File: src/rtl/uart_rxd.sv
// UART 8N1 receiver: synchronised serial input, mid-bit sampling,
// one-cycle valid strobe per good byte and a framing-error strobe.
module uart_rxd #(
    parameter int CLKS_PER_BIT = 434,
    parameter int CNT_W        = 16
) (
    input  logic       clk,
    input  logic       rst,
    input  logic       i_rs232_rxd,
    output logic [7:0] o_data,
    output logic       o_rx_valid,
    output logic       o_frame_err,
    output logic       o_rx_busy
);

    localparam logic [CNT_W-1:0] LAST = CNT_W'(CLKS_PER_BIT - 1);
    localparam logic [CNT_W-1:0] HALF = CNT_W'(CLKS_PER_BIT / 2 - 1);

    typedef enum logic [2:0] {
        IDLE,
        START,
        DATA,
        STOP,
        BREAK
    } state_t;

    state_t           state, state_n;
    logic [CNT_W-1:0] bit_cnt, cnt_n;
    logic [2:0]       idx, idx_n;
    logic [7:0]       shreg, shreg_n;
    logic [7:0]       data_n;
    logic             valid_n, ferr_n;
    logic             rxd_m, rxd_s, rxd_d;
    logic             fall;

    // Idle-high reset keeps a quiet line from looking like an edge.
    always_ff @(posedge clk) begin
        if (rst) begin
            rxd_m <= 1'b1;
            rxd_s <= 1'b1;
            rxd_d <= 1'b1;
        end else begin
            rxd_m <= i_rs232_rxd;
            rxd_s <= rxd_m;
            rxd_d <= rxd_s;
        end
    end

    assign fall      = rxd_d & ~rxd_s;
    assign o_rx_busy = (state != IDLE);

    always_ff @(posedge clk) begin
        if (rst) begin
            state       <= IDLE;
            bit_cnt     <= '0;
            idx         <= '0;
            shreg       <= '0;
            o_data      <= '0;
            o_rx_valid  <= 1'b0;
            o_frame_err <= 1'b0;
        end else begin
            state       <= state_n;
            bit_cnt     <= cnt_n;
            idx         <= idx_n;
            shreg       <= shreg_n;
            o_data      <= data_n;
            o_rx_valid  <= valid_n;
            o_frame_err <= ferr_n;
        end
    end

    always_comb begin
        state_n = state;
        cnt_n   = bit_cnt;
        idx_n   = idx;
        shreg_n = shreg;
        data_n  = o_data;
        valid_n = 1'b0;
        ferr_n  = 1'b0;
        unique case (state)
            IDLE: begin
                if (fall) begin
                    state_n = START;
                    cnt_n   = '0;
                end
            end
            START: begin
                if (bit_cnt == HALF) begin
                    cnt_n   = '0;
                    idx_n   = '0;
                    state_n = rxd_s ? IDLE : DATA;
                end else begin
                    cnt_n = bit_cnt + 1'b1;
                end
            end
            DATA: begin
                if (bit_cnt == LAST) begin
                    cnt_n          = '0;
                    shreg_n[idx]   = rxd_s;
                    if (idx == 3'd7) begin
                        state_n = STOP;
                    end else begin
                        idx_n = idx + 3'd1;
                    end
                end else begin
                    cnt_n = bit_cnt + 1'b1;
                end
            end
            STOP: begin
                if (bit_cnt == LAST) begin
                    cnt_n = '0;
                    if (rxd_s) begin
                        data_n  = shreg;
                        valid_n = 1'b1;
                        state_n = IDLE;
                    end else begin
                        ferr_n  = 1'b1;
                        state_n = BREAK;
                    end
                end else begin
                    cnt_n = bit_cnt + 1'b1;
                end
            end
            // Hold off until the line returns high after a bad stop bit.
            BREAK: begin
                if (rxd_s) begin
                    state_n = IDLE;
                end
            end
            default: state_n = IDLE;
        endcase
    end

endmodule
File: config.mk
export PLATFORM = sky130hd
export DESIGN_NAME = uart_rxd
export DESIGN_NICKNAME = d
export VERILOG_FILES = /design/src/rtl/uart_rxd.sv
export SDC_FILE = /design/constraint.sdc
export NUM_CORES = 1
export LEC_CHECK = 0
export ABC_AREA = 1
export ABC_CLOCK_PERIOD_IN_PS = 1300
export BUFFER_PORTS_ARGS = -buffer_cell sky130_fd_sc_hd__buf_2
export CAP_MARGIN = 15
export CORE_UTILIZATION = 54
export DETAILED_ROUTE_END_ITERATION = 6
export PLACE_DENSITY = 0.84
export SKIP_LAST_GASP = 1
export SYNTH_ARGS = -nofsm -noshare
export SYNTH_HDL_FRONTEND = slang
export SYNTH_SLANG_ARGS = --single-unit
File: constraint.sdc
create_clock -name clk -period 1.3 [get_ports clk]
set_input_delay 0.195 -clock clk [delete_from_list [all_inputs] [get_ports clk]]
set_output_delay 0.195 -clock clk [all_outputs]
set_load 0.03 [all_outputs]
==> run_results.csv <==
group,metric,value,unit
grt,antenna_found_initial,0,
flow_run,maxCapViolations,0,
grt,grt_pass1_wl,9984,µm
logic_synthesis,synth_area,0.002352,mm²
cells_and_area,utilization,79.73,%
floorplanning,std_cell_rows,23,
power,max-vdd-ir-drop,0.7978,mV
logic_synthesis,synth-main-ff-cell,"dfxtp_1",
clock_tree,cts-hold-fix-buffers,0,
worst_setup_path,cp_top_family,"simple AND/OR/NAND/NOR gates",
detailed_routing,drc,0,
detailed_routing,wl_per_cell,16.02,µm
cells_and_area,diodes,0,
outcome,status,"finished with violations",
detailed_routing,via_per_inst,5.703,
hold_path,hold_path_class,"input pin to flip-flop",
sta,finalSetupViolCount,40,
sta,finalWorstSetupSlack,-0.3356,ns
place,gp_congestion,0.9401,
floorplanning,coreArea,0.004086,mm²
floorplanning,dieArea,0.004624,mm²
logic_synthesis,synth_edf_count,0,
cells_and_area,drive_gt1_share,42.58,%
sta,rsz0062_at_grt,"true",
detailed_routing,dr.pass1.iters,5,
sta,finalMaxSlewViolations,0,
floorplanning,chipWidth,68,µm
worst_setup_path,cp.arrival,1.84,ns
logic_synthesis,ys_seq_elements,43,
sta,min_period,1.636,ns
clock_tree,root_buffer,"clkbuf_8",
cells_and_area,stdcell_count,461,
place,dp_hpwl,4127,µm
worst_setup_path,cp_cell_sequence,"inv_4 -> ha_4 -> nand3_4 -> nor2_4 -> nand2_4 -> nor3_4 -> nand2_1 -> nor2_1 -> nor2_1",
power,power_leakage,0.001436,µW
detailed_routing,vias,2629,
detailed_routing,dr.first_iter.drc_count,308,
worst_setup_path,end_kind,"flip-flop",
cells_and_area,regArea,882.1,µm²
cells_and_area,multi_input_area,0.001474,mm²
logic_synthesis,async_reset_ff_share,0,%
outcome,violations,"negative setup slack",
place,io_buffers,13,
clock_tree,tritoncts.num_buffers,5,
logic_synthesis,yosysMostFrequentCell,"nand2_1",
clock_tree,htree_levels,2,
cells_and_area,n_fill_cell,251,
logic_synthesis,yosysWarnings,0,
logic_synthesis,synth_area_leaders,"dfxtp_1 37%, nand2_1 11%, nor2_1 9.6%",
detailed_routing,ant_nets,0,
grt,grt_overflow,0,
worst_setup_path,worst-path-buf-inv,1,
grt,grt_max_degree,18,
grt,gr-usage-all-layers,29.10,%
sta,max_freq,611.4,MHz
place,place_ws,-0.1904,ns
cells_and_area,nets,418,
sta,final.setup_skew,0.008888,ns
logic_synthesis,ys_top_cells_by_count,"71 x nand2_1, 60 x nor2_1, 50 x inv_1, 43 x dfxtp_1, 22 x nand3_1",
worst_setup_path,slowest_delay,0.35,ns
floorplanning,io_pins,14,
clock_tree,clkTransAtPathRegs,0.09,ns
clock_tree,cts_max_path_buffers,2,
worst_setup_path,critPathLaunchType,"flip-flop",
sta,period_share,125.8,%
logic_synthesis,syn_avg_cell_area,6.959,µm²
sta,timing.slew.headroom,69.08,%
logic_synthesis,synth_cell_types,37,
logic_synthesis,ys_seq_area_share,36.60,%
worst_setup_path,critical_path_required,1.51,ns
worst_setup_path,path_max_fanout,4,
logic_synthesis,yosysTopAreaCell,"dfxtp_1",
clock_tree,clkLatencyLatePin,0.31,ns
place,dp_cells,443,
power,powerDensity,1173,mW/mm²
logic_synthesis,synth_top_area_share,36.60,%
grt,grt_pass1_vias,2246,
worst_setup_path,cpMostUsedCell,"nor2_1",
floorplanning,fp.dieH,68,µm
worst_setup_path,crit_type,"flip-flop to flip-flop",
sta,final-hold-violation-count,0,
logic_synthesis,synthesis.nets,346,
clock_tree,cts_tree,"built",
sta,worst_pin_slew,0.4633,ns
worst_setup_path,cp_slowest_cell,"dfxtp_2",
detailed_routing,wirelength,7387,µm
cells_and_area,area_growth,38.51,%
power,power,3823,µW
logic_synthesis,synthCells,338,
floorplanning,start_util,57.56,%
clock_tree,cts.sinks,43,
[cell families (layout without fill, tap and decap cells)]
kind of cell    after synthesis  in the layout  synth area share, %
buf+inv                      60            133                10.11
compound gates               35             35                10.75
fa+ha+maj                     5              5                2.660
simple gates                192            192                38.78
flops                        43             43                36.60
xor+xnor                      3              3                1.117
[registers in the layout, indices dropped and copies added (netlist names)]
signal and flops:
bit_cnt 16, o_data 8, shreg 8, idx 3, state 3, o_frame_err 1, o_rx_valid 1, rxd_d 1
rxd_m 1, rxd_s 1
[layout by cell type (no fill, tap or decap), types with 2 or more instances in the layout]
cell type and instances:
clkinvlp_4 2, nand2_1 58, ha_1 3, clkbuf_8 5
buf_2 12, nor2_1 43, inv_2 5, nand2_4 4
a21oi_2 3, nand3_1 19, xor2_1 3, nor3_2 5
nor3_1 5, buf_6 5, ha_4 2, nor3_4 2
o21ai_0 2, buf_4 52, nand3_4 2, nand4_1 5
o21ai_1 4, dfxtp_4 3, nand2_2 19, dfxtp_2 8
or2_2 2, inv_6 2, a211oi_2 10, nand3_2 3
nor2_4 7, inv_1 45, nor2_2 13, dfxtp_1 32
a21oi_1 12
[power by group]
| group | switching (µW) | total (µW) | internal, µW |
|---|---|---|---|
| clock | 500 | 884 | 384 |
| combinational | 885 | 1470 | 589 |
| sequential | 81.2 | 1460 | 1380 |
| total | 1470 | 3820 | 2360 |
[final timing paths]
check                    from        to  slack [ns]  cells after the start
setup / recovery   bit_cnt[1]  shreg[1]       -0.34                      9
hold / removal    i_rs232_rxd     rxd_m        0.08                      2
setup reg to reg   bit_cnt[1]  shreg[1]       -0.34                      9
hold reg to reg         rxd_m     rxd_s        0.42                      1
[stage by stage]
step                hold WS [ns]  setup TNS (ns)  instance area, µm²
floorplan                 0.2988         -0.3008                2394
global route             0.07325          -10.43                3258
detailed placement        0.3877          -4.545                2855
global placement          0.3791          -3.221                2855
finish                   0.07600          -8.235                3258
CTS                      0.07102          -3.550                3090
[metal layers]
layer | GRT usage (%) | part of all wire [%]
met1 | 34.63 | 37
met3 | 7.333 | 9.4
met5 | 0 | 0
met2 | 48.77 | 48
met4 | 13.28 | 5.5
[final cells by class]
cell class / count / share of cell area [%]
multi-input combinational: 235 / 45.24
sequential: 43 / 27.07
timing repair buffer: 70 / 16.17
inverter: 55 / 6.759
clock buffer: 5 / 2.112
tap: 50 / 1.920
clock inverter: 3 / 0.7296
[what timing repair did]
item / 4_1_cts / 5_1_grt
gates resized for setup: 39 / 41
setup buffers: 6 / 5
pin swaps: 11 / 10
endpoints found under the setup margin: 40 / 41
Power figures use the tool's default switching activity.
